[src/rtl/mem_arbiter.sv]
// Two-port arbiter sharing one memory port between instruction fetch and data access.
// Ties alternate on the last grant; a stalled transfer is aborted after TIMEOUT cycles.
module mem_arbiter #(
   parameter int unsigned TIMEOUT = 255
) (
   input  logic        clk,
   input  logic        reset,
   input  logic        fetch_req,
   input  logic [31:0] fetch_addr,
   output logic        fetch_done,
   output logic [31:0] fetch_rdata,
   output logic        fetch_err,
   input  logic        data_req,
   input  logic [31:0] data_addr,
   input  logic [3:0]  data_wstrb,
   input  logic [31:0] data_wdata,
   output logic        data_done,
   output logic [31:0] data_rdata,
   output logic        data_err,
   output logic        mem_ready,
   input  logic        mem_valid,
   output logic        mem_instr,
   output logic [31:0] mem_addr,
   output logic [3:0]  mem_wstrb,
   output logic [31:0] mem_wdata,
   input  logic [31:0] mem_rdata
);
   // state    | meaning
   // ST_IDLE  | port free, arbitrating between requests
   // ST_FETCH | fetch transfer outstanding on the memory port
   // ST_DATA  | load/store transfer outstanding on the memory port
   // ST_DONE  | one-cycle done pulse to the granted requester
   typedef enum logic [1:0] {ST_IDLE, ST_FETCH, ST_DATA, ST_DONE} state_t;

   localparam logic [7:0] CNT_LAST = 8'(TIMEOUT - 1);

   state_t      state_q, state_d;
   logic        last_data_q, last_data_d;
   logic [7:0]  cnt_q, cnt_d;
   logic        mem_ready_q, mem_ready_d;
   logic        mem_instr_q, mem_instr_d;
   logic [31:0] mem_addr_q, mem_addr_d;
   logic [3:0]  mem_wstrb_q, mem_wstrb_d;
   logic [31:0] mem_wdata_q, mem_wdata_d;
   logic        fetch_done_q, fetch_done_d;
   logic [31:0] fetch_rdata_q, fetch_rdata_d;
   logic        fetch_err_q, fetch_err_d;
   logic        data_done_q, data_done_d;
   logic [31:0] data_rdata_q, data_rdata_d;
   logic        data_err_q, data_err_d;
   logic        grant_data;
   logic        resp_hit;
   logic        unused_addr_lsbs;

   assign unused_addr_lsbs = ^{fetch_addr[1:0], data_addr[1:0]};

   always_comb begin
      state_d       = state_q;
      last_data_d   = last_data_q;
      cnt_d         = cnt_q;
      mem_ready_d   = mem_ready_q;
      mem_instr_d   = mem_instr_q;
      mem_addr_d    = mem_addr_q;
      mem_wstrb_d   = mem_wstrb_q;
      mem_wdata_d   = mem_wdata_q;
      fetch_done_d  = 1'b0;
      fetch_rdata_d = fetch_rdata_q;
      fetch_err_d   = fetch_err_q;
      data_done_d   = 1'b0;
      data_rdata_d  = data_rdata_q;
      data_err_d    = data_err_q;
      grant_data    = 1'b0;
      resp_hit      = mem_valid && mem_ready_q;
      case (state_q)
         ST_IDLE: begin
            if (fetch_req || data_req) begin
               grant_data  = data_req && (!fetch_req || !last_data_q);
               last_data_d = grant_data;
               cnt_d       = '0;
               mem_ready_d = 1'b1;
               mem_instr_d = !grant_data;
               if (grant_data) begin
                  mem_addr_d  = {data_addr[31:2], 2'b00};
                  mem_wstrb_d = data_wstrb;
                  mem_wdata_d = data_wdata;
                  state_d     = ST_DATA;
               end else begin
                  mem_addr_d  = {fetch_addr[31:2], 2'b00};
                  mem_wstrb_d = '0;
                  mem_wdata_d = '0;
                  state_d     = ST_FETCH;
               end
            end
         end
         ST_FETCH, ST_DATA: begin
            // a response in the last allowed cycle still counts as success
            if (resp_hit || cnt_q == CNT_LAST) begin
               mem_ready_d = 1'b0;
               state_d     = ST_DONE;
               if (state_q == ST_FETCH) begin
                  fetch_done_d  = 1'b1;
                  fetch_rdata_d = resp_hit ? mem_rdata : '0;
                  fetch_err_d   = !resp_hit;
               end else begin
                  data_done_d   = 1'b1;
                  data_rdata_d  = resp_hit ? mem_rdata : '0;
                  data_err_d    = !resp_hit;
               end
            end else begin
               cnt_d = cnt_q + 8'd1;
            end
         end
         ST_DONE: state_d = ST_IDLE;
         default: state_d = ST_IDLE;
      endcase
   end

   always_ff @(posedge clk or posedge reset) begin
      if (reset) begin
         state_q       <= ST_IDLE;
         last_data_q   <= 1'b0;
         cnt_q         <= '0;
         mem_ready_q   <= 1'b0;
         mem_instr_q   <= 1'b0;
         mem_addr_q    <= '0;
         mem_wstrb_q   <= '0;
         mem_wdata_q   <= '0;
         fetch_done_q  <= 1'b0;
         fetch_rdata_q <= '0;
         fetch_err_q   <= 1'b0;
         data_done_q   <= 1'b0;
         data_rdata_q  <= '0;
         data_err_q    <= 1'b0;
      end else begin
         state_q       <= state_d;
         last_data_q   <= last_data_d;
         cnt_q         <= cnt_d;
         mem_ready_q   <= mem_ready_d;
         mem_instr_q   <= mem_instr_d;
         mem_addr_q    <= mem_addr_d;
         mem_wstrb_q   <= mem_wstrb_d;
         mem_wdata_q   <= mem_wdata_d;
         fetch_done_q  <= fetch_done_d;
         fetch_rdata_q <= fetch_rdata_d;
         fetch_err_q   <= fetch_err_d;
         data_done_q   <= data_done_d;
         data_rdata_q  <= data_rdata_d;
         data_err_q    <= data_err_d;
      end
   end

   assign mem_ready   = mem_ready_q;
   assign mem_instr   = mem_instr_q;
   assign mem_addr    = mem_addr_q;
   assign mem_wstrb   = mem_wstrb_q;
   assign mem_wdata   = mem_wdata_q;
   assign fetch_done  = fetch_done_q;
   assign fetch_rdata = fetch_rdata_q;
   assign fetch_err   = fetch_err_q;
   assign data_done   = data_done_q;
   assign data_rdata  = data_rdata_q;
   assign data_err    = data_err_q;

endmodule

[config.mk]
export PLATFORM = sky130hd
export DESIGN_NAME = mem_arbiter
export DESIGN_NICKNAME = d
export VERILOG_FILES = /design/src/rtl/mem_arbiter.sv
export SDC_FILE = /design/constraint.sdc
export NUM_CORES = 1
export LEC_CHECK = 0
export CORE_UTILIZATION = 30
export DETAILED_ROUTE_END_ITERATION = 16
export HOLD_SLACK_MARGIN = 0.06
export PLACE_DENSITY = 0.63
export SYNTH_ARGS = -nofsm -noshare
export SYNTH_HDL_FRONTEND = slang
export SYNTH_SLANG_ARGS = --single-unit
export TNS_END_PERCENT = 10
[constraint.sdc]
create_clock -name clk -period 7.6 [get_ports clk]
set_input_delay 1.52 -clock clk [delete_from_list [all_inputs] [get_ports clk]]
set_output_delay 1.52 -clock clk [all_outputs]
set_load 0.02 [all_outputs]
==> reports/qor.csv <==
stage;metric;value;unit
setup_path;Critical Path RT;7.89;ns
clock_tree;CTS sink count;147;
yosys;Ys Warns;0;
detailed_routing;DR iter-0 viols;154;
detailed_routing;drt via density;4.837;
clock_tree;clk_lat worst skew;0.41;ns
timing;final setup TNS;0;ns
timing;Hold Slack;0.5041;ns
min_path;worst hold start;fetch_rdata[20];
yosys;Seq/Total Area, Yosys;60.22;%
pwr;Total Power;1.736;mW
setup_path;CP arrival;3.97;ns
detailed_routing;Detailed Routing Iterations Pass 1;5;
yosys;Synth Register Bits;147;
cells_and_area;area grow syn2layout;57.87;%
cells_and_area;multi-input logic area;0.002265;mm²
grt;global-route wire length before repair;26890;µm
cells_and_area;# diodes;0;
clock_tree;Root Driver;clkbuf_16;
detailed_routing;# DRC;0;
grt;met1 usage in global routing;20.92;%
timing;max_slew headroom;30.42;%
clock_tree;CTS tree;built;
detailed_routing;WL/cell;16.88;µm
run_status;status;finished, final reports clean;
floorplanning;Initial Util;30.98;%
timing;Fin Clk Skew;0.009108;ns
setup_path;endpoint class of the critical path;flop;
yosys;post-synthesis compound-gate area fraction;13.21;%
floorplanning;die extent in x;144.7;µm
yosys;Post-synth EDFFs;0;
grt;largest net degree at the start of global routing;83;
pwr;Max IR drop VDD;0.1375;mV
grt;M3 GR Usage;6.153;%
setup_path;Reg-to-Reg Start;state_q[1];
yosys;main flop type after synthesis;dfrtp_1;
yosys;mux share of post-synthesis cell area;12.17;%
clock_tree;CTS max path bufs;2;
cells_and_area;commonest non-fill, non-tap cells in the layout;268 x clkdlybuf4s50_1, 147 x dfrtp_1, 66 x mux2_2;
yosys;Synth Cell Area;0.006108;mm²
timing;RSZ-0062 raised after global routing;false;
grt;initial antenna violation count;0;
clock_tree;postcts setup bufs;0;
timing;Hold Violations, Final;0;
yosys;simple-gate area share of the yosys netlist;10.28;%
place;dpl cells;1002;
clock_tree;CTS buffer count;17;
yosys;xor/xnor cell area share of the yosys netlist;0.1434;%
grt;Most Crowded Layer GR;met2;
setup_path;CP Class;in2reg;
floorplanning;core area;0.01972;mm²
setup_path;Critical Path Start;mem_valid;
yosys;Post-Synthesis Cells;494;
floorplanning;I/O pin total;275;
cells_and_area;post-route design area;0.009643;mm²
yosys;syn_area_per_cell;12.37;µm²
yosys;main combinational cell family by area after synthesis;compound AO/OA/AOI/OAI gates;
place;Area after DPL;0.009045;mm²
setup_path;crit-path max FO;34;
timing;post-route minimum period;3.681;ns
floorplanning;die footprint;0.02094;mm²
cells_and_area;most common cell after layout, fill and taps aside;clkdlybuf4s50_1;
setup_path;CP Launch Type;primary input;
grt;Total GRT Usage;16.95;%
pwr;LEAKAGE;4.450;nW
yosys;Synth async-reset ratio;100.0;%
detailed_routing;DRT antenna net count;0;
detailed_routing;via count;5001;
cells_and_area;fin nets;897;
floorplanning;Die Y;144.7;µm
detailed_routing;Routed WL;17450;µm
grt;total gr overflow;0;
place;post-DP HPWL;12290;µm
timing;fin. max-slew vios;0;
timing;fmax;271.7;MHz
timing;Final setup viols;0;
job;Max-Cap Viols;0;
clock_tree;H-tree depth;4;
min_path;min-delay worst type;reg2reg;
cells_and_area;register area;0.003679;mm²
clock_tree;Clk pin slew, worst setup/hold paths;0.06;ns
cells_and_area;layout cell share with drive strength beyond 1;15.21;%
clock_tree;cts repair resizes;0;
grt;vias in the first global route;5042;
floorplanning;row cnt;51;
place;Final GP Congestion;0.8273;
place;port bufs;268;
yosys;Synth cell types;43;
yosys;Synth Area in Adders;0.8193;%
grt;met2 Use GR;27.00;%
pwr;pwr dens;180.0;mW/mm²
cells_and_area;final non-filler cell total;1034;
cells_and_area;number of fill cells;1728;
timing;fin crit share;48.43;%
clock_tree;CTS Hold Buffers Added;0;
timing;worst slew pin tran;1.044;ns
-- sequential cells by signal, summed over array words and instances (netlist names) --
name / count
fetch_err: 1
data_done: 1
mem_instr: 1
mem_wstrb: 4
last_data_q: 1
mem_wdata: 32
fetch_rdata: 32
fetch_done: 1
data_rdata: 32
data_err: 1
mem_ready: 1
state_q: 2
cnt_q: 8
mem_addr: 30
-- per-layer routing --
| layer | vias up | wire, µm |
|---|---|---|
| met1 | 2433 | 7433 |
| met4 | 0 | 327 |
| met2 | 225 | 8066 |
| met5 | - | 0 |
| li1 | 2321 | - |
| met3 | 22 | 1626 |
-- metrics by stage --
stage / utilization (%) / worst slack [ns]
after global placement: 45.87 / 3.600
final: 48.91 / 3.919
after CTS: 48.91 / 3.940
after global routing: 48.91 / 3.820
after floorplan: - / 2.129
after detailed placement: 45.87 / 3.502
-- final timing paths --
kind                       cells past startpoint  slack [ns]               to
max in group asynchronous                      3        4.53  fetch_rdata[15]
min                                            1        0.50  fetch_rdata[20]
min reg2reg                                    1        0.50  fetch_rdata[20]
max reg2reg                                    6        5.01  fetch_rdata[15]
max                                            6        3.92  fetch_rdata[15]
min in group asynchronous                      2        1.57   data_rdata[30]
-- where the power goes --
group	internal, mW	switching [mW]
sequential	0.782	0
clock	0.496	0.353
combinational	0.0652	0.0398
total	1.34	0.393
-- area by class of cell --
cell class,count,share of cell area [%]
flip-flops and latches,147,38.15
repair buffers,276,28.44
multi-input cells,308,23.49
clock buffers,18,4.451
well taps,265,3.438
clock inverters,14,1.752
inverters,6,0.2855
-- worst max-delay path, cell delays in order --
cell and delay, ns:
clkdlybuf4s50_1 0.46, buf_4 0.32, nand2_1 0.23, o22ai_2 0.35
nand2_2 0.59, mux2_2 0.49
-- cells in the mapped netlist (7+ instances only) --
master / n / area, µm²
dfrtp_1: 147 / 3679
a22o_1: 52 / 455.4
nand2_1: 51 / 191.4
nor2_1: 30 / 112.6
o21ai_0: 10 / 50.05
a31oi_1: 22 / 137.6
clkbuf_1: 17 / 63.81
mux2_2: 66 / 743.2
and3_1: 32 / 200.2
buf_2: 7 / 35.03
-- cells by family after synthesis --
logic type      Yosys count
flops                   147
simple gates            131
compound gates          104
mux                      66
buf+inv                  40
fa+ha+maj                 4
other cells               1
xor+xnor                  1
(Power assumes the default switching activity.)
